$ cat src/rtl/regression_sequencer.sv
// Two-pass sequencer for the linear-regression datapath: averages pass, SS pass,
// divider handoff, coefficient latch and completion report to the error checker.
module regression_sequencer #(
    parameter int N_SAMPLES = 150,
    parameter int ADDR_W    = 8
) (
    input  logic              clk,
    input  logic              rst_n,
    input  logic              start_i,
    input  logic              abort_i,
    input  logic              div_done_i,
    output logic              mem_rd_o,
    output logic [ADDR_W-1:0] mem_addr_o,
    output logic              clr_acc_o,
    output logic              acc_en_o,
    output logic              load_avg_o,
    output logic              clr_ss_o,
    output logic              ss_en_o,
    output logic              div_start_o,
    output logic              load_coef_o,
    output logic              busy_o,
    output logic              done_o,
    output logic              err_en_o
);

    localparam logic [ADDR_W-1:0] LAST_ADDR = ADDR_W'(N_SAMPLES - 1);

    typedef enum logic [3:0] {
        IDLE, CLR_ACC, RD_SUM, DRAIN_SUM, LOAD_AVG, CLR_SS,
        RD_SS, DRAIN_SS, DIV_GO, DIV_WAIT, LOAD_COEF, DONE
    } state_t;

    state_t            state_q, state_d;
    logic [ADDR_W-1:0] addr_q, addr_d;
    logic              in_rd_d;
    logic              mem_rd_q, clr_acc_q, acc_en_q, load_avg_q, clr_ss_q, ss_en_q;
    logic              div_start_q, load_coef_q, busy_q, done_q, err_en_q;

    always_comb begin
        state_d = state_q;
        case (state_q)
            IDLE:      if (start_i && !abort_i) state_d = CLR_ACC;
            CLR_ACC:   state_d = RD_SUM;
            RD_SUM:    if (addr_q == LAST_ADDR) state_d = DRAIN_SUM;
            DRAIN_SUM: state_d = LOAD_AVG;
            LOAD_AVG:  state_d = CLR_SS;
            CLR_SS:    state_d = RD_SS;
            RD_SS:     if (addr_q == LAST_ADDR) state_d = DRAIN_SS;
            DRAIN_SS:  state_d = DIV_GO;
            DIV_GO:    state_d = DIV_WAIT;
            DIV_WAIT:  if (div_done_i) state_d = LOAD_COEF;
            LOAD_COEF: state_d = DONE;
            DONE:      state_d = IDLE;
            default:   state_d = IDLE;
        endcase
        if (state_q != IDLE && abort_i) state_d = IDLE;

        // Address restarts at 0 on entry to each read pass and stays 0 outside them.
        in_rd_d = (state_d == RD_SUM) || (state_d == RD_SS);
        addr_d  = '0;
        if (in_rd_d && state_d == state_q) addr_d = addr_q + ADDR_W'(1);
    end

    always_ff @(posedge clk or negedge rst_n) begin
        if (!rst_n) begin
            state_q     <= IDLE;
            addr_q      <= '0;
            mem_rd_q    <= 1'b0;
            clr_acc_q   <= 1'b0;
            acc_en_q    <= 1'b0;
            load_avg_q  <= 1'b0;
            clr_ss_q    <= 1'b0;
            ss_en_q     <= 1'b0;
            div_start_q <= 1'b0;
            load_coef_q <= 1'b0;
            busy_q      <= 1'b0;
            done_q      <= 1'b0;
            err_en_q    <= 1'b0;
        end else begin
            state_q     <= state_d;
            addr_q      <= addr_d;
            mem_rd_q    <= in_rd_d;
            clr_acc_q   <= (state_d == CLR_ACC);
            load_avg_q  <= (state_d == LOAD_AVG);
            clr_ss_q    <= (state_d == CLR_SS);
            div_start_q <= (state_d == DIV_GO);
            load_coef_q <= (state_d == LOAD_COEF);
            busy_q      <= (state_d != IDLE);
            done_q      <= (state_d == DONE);
            // Read data lands one cycle after the read; an abort drops the pending beat.
            acc_en_q    <= (state_q == RD_SUM) && (state_d != IDLE);
            ss_en_q     <= (state_q == RD_SS) && (state_d != IDLE);
            if (state_d == DONE)
                err_en_q <= 1'b1;
            else if (state_d == CLR_ACC || (state_q != IDLE && abort_i))
                err_en_q <= 1'b0;
        end
    end

    assign mem_rd_o    = mem_rd_q;
    assign mem_addr_o  = addr_q;
    assign clr_acc_o   = clr_acc_q;
    assign acc_en_o    = acc_en_q;
    assign load_avg_o  = load_avg_q;
    assign clr_ss_o    = clr_ss_q;
    assign ss_en_o     = ss_en_q;
    assign div_start_o = div_start_q;
    assign load_coef_o = load_coef_q;
    assign busy_o      = busy_q;
    assign done_o      = done_q;
    assign err_en_o    = err_en_q;

endmodule

$ cat config.mk
export PLATFORM = sky130hd
export DESIGN_NAME = regression_sequencer
export DESIGN_NICKNAME = d
export VERILOG_FILES = /design/src/rtl/regression_sequencer.sv
export SDC_FILE = /design/constraint.sdc
export NUM_CORES = 1
export LEC_CHECK = 0
export ABC_AREA = 1
export CORE_MARGIN = 5
export CORE_UTILIZATION = 52
export CTS_BUF_LIST = sky130_fd_sc_hd__clkbuf_4 sky130_fd_sc_hd__clkbuf_8 sky130_fd_sc_hd__clkbuf_16
export DETAILED_ROUTE_END_ITERATION = 10
export GPL_TIMING_DRIVEN = 1
export PLACE_DENSITY = 0.83
export SYNTH_ARGS = -nofsm -noshare
export SYNTH_HDL_FRONTEND = slang
export SYNTH_SLANG_ARGS = --single-unit
export TNS_END_PERCENT = 1
$ cat constraint.sdc
create_clock -name clk -period 1.84 [get_ports clk]
set_input_delay 0.276 -clock clk [delete_from_list [all_inputs] [get_ports clk]]
set_output_delay 0.276 -clock clk [all_outputs]
set_load 0.05 [all_outputs]
==> results.md, run 1 <==
* Worst Max-Slew Pin Slew at around 500 ps
* Port Buffers at 23
* Clock Sinks at 23
* Commonest cells after routing, fill and taps aside: 27 x nand2_1, 23 x dfrtp_1, 20 x nor2_1
* Post-layout util at 0.6907
* Die Span Y at between 50 and 60 um
* Worst skew pair latency at roughly 320 ps
* Fin. max-slew vios at 0
* Largest net degree at the start of global routing at 24
* Tcrit/Tclk final at 0.9625
* WL/cell at 11.56 um
* Grt total ovfl at 0
* Post-synthesis compound-gate area fraction at 0.02043
* Final Hold Fails at 0
* Synth top area cells: dfrtp_1 55%, nand2_1 9.7%, nor2_1 7.2%
* CP top delay family: buffers and inverters
* Row count at 16
* Endpoint type of the worst setup path: primary output
* Clock slew at the register clock pins of the worst setup and hold paths at roughly 120 ps
* Setup Total Neg Slack at 0 ps
* Relative slew slack at 0.6627
* CP max stage delay at 800 ps
* RSZ-0062 raised after global routing: false
* Detailed-route via count at between 700 and 800
* Die area at roughly 3000 um^2
* CTS Hold Bufs at 0
* Sequential element share of the synthesized area at 0.5529
* Type of origin of the critical path: flip-flop
* CTS tree: yes
* Clock skew at 8.250 ps
* Mux cell area share after synthesis at 0
* Distinct cells, synth at 20
* Met2 Use GR at 0.2598
* Cell count after synthesis at between 100 and 150
* Fin nets at 151
* Initial Util at 0.5361
* M3 GR Usage at 0.03542
* Slowest CP cell: clkdlybuf4s50_1
* Netlist Area Pre-Place at between 1000 and 1500 um^2
* CP cell instances: clkdlybuf4s50_1
* Post-Synth Simple-Gate Area at 0.2873
* Routed vias/inst at 4.688
* Final wirelength at 1.966 mm
* Drt drc at 0
* Cell Pwr Density at between 1000 and 1500 nW/um^2
* Worst vdd ir at between 0.7 and 0.8 mV
* HPWL after DPL at 1.511 mm
* Initial antenna violation count at 0
* First drt pass iteration count at 2
* FMAX at about 560 MHz
* Most common cell after layout, fill and taps aside: nand2_1
* TritonCTS Buffers at 3
* 1st-iter DRT viols at 8
* Share of cells above drive strength 1 at 0.1119
* Final Setup Violations at 0
* Kind of critical path: reg -> out
* Min cycle time layout at 1771 ps
* Layout area overhead at 28.85%
* Status: complete, no violations
* Max clock buf depth at 2
* Vias in the first global route at 782
* Required time worst endpoint at 1560 ps
* Worst-path fanout max at 2
* N_diodes at 0
* First-pass GRT wire length at around 3.4 mm
* Arr. time, crit path at around 1500 ps
* Final ANT Viol Nets at 0
* Pleak at 0.7330 nW
* Post-Synth XOR/XNOR Area at 0.05048
* Chip width at between 50 and 60 um
* Register bit count reported by yosys at 23
* Share of the synthesized area in the top cell type at 0.5529
* Pre-CTS setup slack at around 260 ps
* YS warnings at 0
* MaxCap Viol Count at 0
* Avg Cell Area, Syn at about 9 um^2
* Root Driver: clkbuf_4
* Final worst slack at between 60 and 70 ps
* H-tree depth at 1
* RePlAce Congestion at between 0.9 and 1
* Most used routing layer: met2
* Crit path buf inv count at 1
* Cell taking the most area after synthesis: dfrtp_1
* Core Region at between 1500 and 2000 um^2
* Post-synthesis adder-cell area fraction at 0.02404
* I/O Pins at 24
* Met1 Resource Use GR at 0.1972
* Synthesized Nets at 122
* All-layer global routing usage at 0.1589
* Worst hold-check path type: in -> async
* Main combinational cell family by area after synthesis: simple AND/OR/NAND/NOR gates
[cell usage after synthesis, drive strengths merged]
| library cell | n |
|---|---|
| dfrtp | 23 |
| nor3 | 4 |
| nand4 | 2 |
| ha | 2 |
| nor2 | 22 |
| xor2 | 4 |
| nand3 | 4 |
| inv | 18 |
| nand2 | 30 |
| a21oi | 1 |
| xnor2 | 2 |
| o22ai | 1 |
| o21ai | 2 |
[power by group]
group / internal (mW) / switching [mW]
clock network: 0.0815 / 0.150
registers: 0.587 / 0.0568
logic: 0.219 / 0.488
[worst reg2reg max path: cells and delay by family, from the launching register on]
kind,cells,cell delay (ps)
flip-flops,1,450
AND/OR/NAND/NOR,7,880
[cell type report]
class | instances | area (um^2)
multi-input cells | 74 | 397.9
well taps | 27 | 33.78
clock inverters | 1 | 5.005
repair buffers | 24 | 239.0
clock buffers | 3 | 22.52
flip-flops and latches | 23 | 575.6
fillers | 156 | 600.6
inverters | 18 | 67.56
[repair_timing]
action,in CTS,in global routing
pin swaps,0,0
endpoints found under the hold margin,0,0
cloned,0,0
endpoints found under the setup margin,1,4
buffers inserted,0,0
gates resized for setup,1,4
[kinds of logic after synthesis]
| family | after synthesis |
|---|---|
| buffers and inverters | 18 |
| xor gates and xnor gates | 6 |
| and+or+nand+nor | 62 |
| DFF | 23 |
| adders and majority gates | 2 |
| AOI/OAI and AO/OA | 4 |
[registers in the layout, indices dropped and copies added, names as in the netlist]
signal,cells
clr_ss_o,1
load_avg_o,1
load_coef_o,1
mem_addr_o,8
err_en_o,1
mem_rd_o,1
state_q,4
div_start_o,1
clr_acc_o,1
ss_en_o,1
done_o,1
acc_en_o,1
busy_o,1
[layer usage]
| metal | vias to the layer above | wire length [um] |
|---|---|---|
| li1 | 407 | - |
| met1 | 366 | 885 |
| met2 | 19 | 965 |
| met3 | 5 | 77 |
| met4 | 0 | 38 |
| met5 | - | 0 |
[path summary, 6_finish.rpt]
path / cells after the start / slack (ps) / endpoint / from
min: 2 / 300 / mem_addr_o[7] / rst_n
min reg2reg: 1 / 490 / load_avg_o / state_q[2]
min in group clk: 1 / 490 / load_avg_o / state_q[2]
max: 1 / 70 / err_en_o / err_en_o
max reg2reg: 7 / 430 / mem_addr_o[3] / state_q[1]
max in group asynchronous: 2 / 1320 / state_q[3] / rst_n
[per-stage QoR]
stage               total power [mW]  hold slack (ps)  std cells  area (um^2)
finish                         1.582            300.3        170         1341
floorplan                      1.160           -19.59        115         1041
global placement               1.346            457.2        166         1305
CTS                            1.593            319.3        170         1331
global route                   1.670            315.8        170         1341
detailed placement             1.366            472.9        166         1305
Note: power is estimated with default switching activity, not from simulation.
==> inputs of run 2 (changes only) <==
--- a/config.mk
+++ b/config.mk
@@ -9,9 +9,11 @@
 export CORE_MARGIN = 5
 export CORE_UTILIZATION = 52
 export CTS_BUF_LIST = sky130_fd_sc_hd__clkbuf_4 sky130_fd_sc_hd__clkbuf_8 sky130_fd_sc_hd__clkbuf_16
+export CTS_CLUSTER_SIZE = 25
 export DETAILED_ROUTE_END_ITERATION = 10
 export GPL_TIMING_DRIVEN = 1
-export PLACE_DENSITY = 0.83
+export PLACE_DENSITY = 0.84
+export RECOVER_POWER = 25
 export SYNTH_ARGS = -nofsm -noshare
 export SYNTH_HDL_FRONTEND = slang
 export SYNTH_SLANG_ARGS = --single-unit
==> run 2 against run 1 <==
  * Sequential power rose by 0.6%
  * Clock power is essentially flat
  * Die area stayed put
  * Fmax shrank 1.2%
  * Count of clock-buffer cells in the layout unchanged
  * Setup slack got worse by 22 ps
  * Largest power group unchanged
  * Flip-flop and latch count unchanged
  * Non-clock buffer count unchanged
  * Core utilization shrank 0.32 points
==> results.md, run 2 (same netlist as run 1, synthesis figures left out) <==
* Status: complete, no violations (unchanged)
* TritonCTS Buffers at 3 (unchanged)
* Largest net degree at the start of global routing at 24 (unchanged)
* CTS Hold Bufs at 0 (unchanged)
* CP top delay family: buffers and inverters (unchanged)
* Initial Util at 0.5361 (unchanged)
* Pleak at 0.7117 nW (was 0.7330 nW)
* Final Cell Area at 1335 um^2 (was 1341 um^2)
* Max clock buf depth at 2 (unchanged)
* Crit path buf inv count at 1 (unchanged)
* Final ANT Viol Nets at 0 (unchanged)
* Worst skew pair latency at 310 ps (was 320 ps)
* Sw Share at 0.4443 (was 0.4392)
* Reg power frac at 0.406 (was 0.407)
* 1st-iter DRT viols at 20 (was 8)
* Min cycle time layout at 1793 ps (was 1771 ps)
* Cell Pwr Density at 1195 nW/um^2 (was 1179 nW/um^2)
* Clock slew at the register clock pins of the worst setup and hold paths at 120 ps (about the same)
* Worst vdd ir at 0.8256 mV (was 0.7911 mV)
* # fillers at 160 (was 156)
* Worst hold-check path type: reg -> reg (was in -> async)
* FMAX at 557.7 MHz (was 564.7 MHz)
* Kind of critical path: reg -> out (unchanged)
* Sw power at 708.6 uW (was 694.6 uW)
* Die area at 2996 um^2 (unchanged)
* Fin. max-slew vios at 0 (unchanged)
* H-tree depth at 1 (unchanged)
* Share of cells above drive strength 1 at 0.1049 (was 0.1119)
* Comb power frac at 0.450 (was 0.447)
* Worst-path fanout max at 3 (was 2)
* Relative slew slack at 0.2095 (was 0.6627)
* DP Area at 1305 um^2 (unchanged)
* Required time worst endpoint at 1560 ps (about the same)
* Chip width at 54.74 um (unchanged)
* Most used routing layer: met2 (unchanged)
* P_int at 886.3 uW (was 886.9 uW)
* CTS tree: yes (unchanged)
* Final Hold Fails at 0 (unchanged)
* Detailed-route via count at 808 (was 797)
* Grt total ovfl at 0 (unchanged)
* Clock network fraction of total power at 0.144 (was 0.146)
* Row count at 16 (unchanged)
* Clock Sinks at 23 (unchanged)
* WL/cell at 12.96 um (was 11.56 um)
* Routed vias/inst at 4.753 (was 4.688)
* Clock skew at 4.079 ps (was 8.250 ps)
* Root Driver: clkbuf_4 (unchanged)
* Endpoint type of the worst setup path: primary output (unchanged)
* M3 GR Usage at 0.02997 (was 0.03542)
* Initial antenna violation count at 0 (unchanged)
* CP max stage delay at 810 ps (was 800 ps)
* N_diodes at 0 (unchanged)
* Setup Total Neg Slack at 0 ps (unchanged)
* Slowest CP cell: clkdlybuf4s50_1 (unchanged)
* Vias in the first global route at 814 (was 782)
* Layout area overhead at 28.25% (was 28.85%)
* Worst Max-Slew Pin Slew at 1186 ps (was 504.3 ps)
* Final wirelength at 2.203 mm (was 1.966 mm)
* Core Region at 1942 um^2 (unchanged)
* Tcrit/Tclk final at 0.9745 (was 0.9625)
* Fin nets at 151 (unchanged)
* Port Buffers at 23 (unchanged)
* Type of origin of the critical path: flip-flop (unchanged)
* Commonest cells after routing, fill and taps aside: 27 x nand2_1, 23 x dfrtp_1, 20 x nor2_1 (unchanged)
* Met2 Use GR at 0.3051 (was 0.2598)
* Largest register FFs at 8 (unchanged)
* First drt pass iteration count at 4 (was 2)
* Arr. time, crit path at 1520 ps (was 1490 ps)
* Met1 Resource Use GR at 0.2000 (was 0.1972)
* Most common cell after layout, fill and taps aside: nand2_1 (unchanged)
* I/O Pins at 24 (unchanged)
* All-layer global routing usage at 0.1685 (was 0.1589)
* First-pass GRT wire length at 3.567 mm (was 3.353 mm)
* Drt drc at 0 (unchanged)
* RSZ-0062 raised after global routing: false (unchanged)
* HPWL after DPL at 1.649 mm (was 1.511 mm)
* Final Setup Violations at 0 (unchanged)
* MaxCap Viol Count at 0 (unchanged)
* Die Span Y at 54.74 um (unchanged)
* RePlAce Congestion at 0.8941 (was 0.9106)
* CP cell instances: clkdlybuf4s50_1 (unchanged)
[run 2: per-stage QoR]
| step | cells | worst slack, ps | hold WS (ps) | power (mW) | util |
|---|---|---|---|---|---|
| 2_1_floorplan | 115 | 273.2 | -19.59 | 1.160 | - |
| 3_3_place_gp | 166 | 316.8 | 456.7 | 1.345 | 0.6720 |
| 3_5_place_dp | 166 | 250.1 | 461.5 | 1.372 | 0.6720 |
| 4_1_cts | 170 | 5.413 | 320.9 | 1.596 | 0.6856 |
| 5_1_grt | 170 | 12.40 | 500.7 | 1.675 | 0.6875 |
| 6_report | 170 | 46.97 | 475.6 | 1.595 | 0.6875 |
[run 2: cell type report]
type / count / area [um^2] / area share
flip-flops and latches: 23 / 575.6 / 0.4311
clock buffers: 3 / 22.52 / 0.01687
inverters: 18 / 67.56 / 0.05061
clock inverters: 1 / 5.005 / 0.003749
multi-input cells: 74 / 397.9 / 0.2980
repair buffers: 24 / 232.7 / 0.1743
well taps: 27 / 33.78 / 0.02530
[run 2: power by group through the flow]
stage | Sequential (mW) | Combinational [mW] | Clock (mW)
2_1_floorplan | 0.856 | 0.304 | 0
3_3_place_gp | 0.648 | 0.698 | 0
3_5_place_dp | 0.655 | 0.717 | 0
4_1_cts | 0.644 | 0.722 | 0.230
5_1_grt | 0.655 | 0.768 | 0.251
6_report | 0.647 | 0.718 | 0.230
[run 2: what timing repair did]
item	CTS	global route
endpoints found under the setup margin	1	3
buffers inserted	0	0
resized for setup	1	3
[run 2: routing by layer]
| layer | vias up | routed length (um) |
|---|---|---|
| met4 | 0 | 19 |
| met5 | - | 0 |
| li1 | 401 | - |
| met2 | 28 | 1133 |
| met3 | 3 | 105 |
| met1 | 376 | 945 |
[run 2: final timing paths]
check	slack, ps	to	cells after the start	from
min in group asynchronous	720	mem_addr_o[7]	2	rst_n
max in group asynchronous	430	state_q[3]	2	rst_n
min reg2reg	480	load_avg_o	1	state_q[2]
max reg2reg	390	clr_ss_o	5	state_q[3]
min	480	load_avg_o	1	state_q[2]
max	50	mem_addr_o[1]	1	mem_addr_o[1]
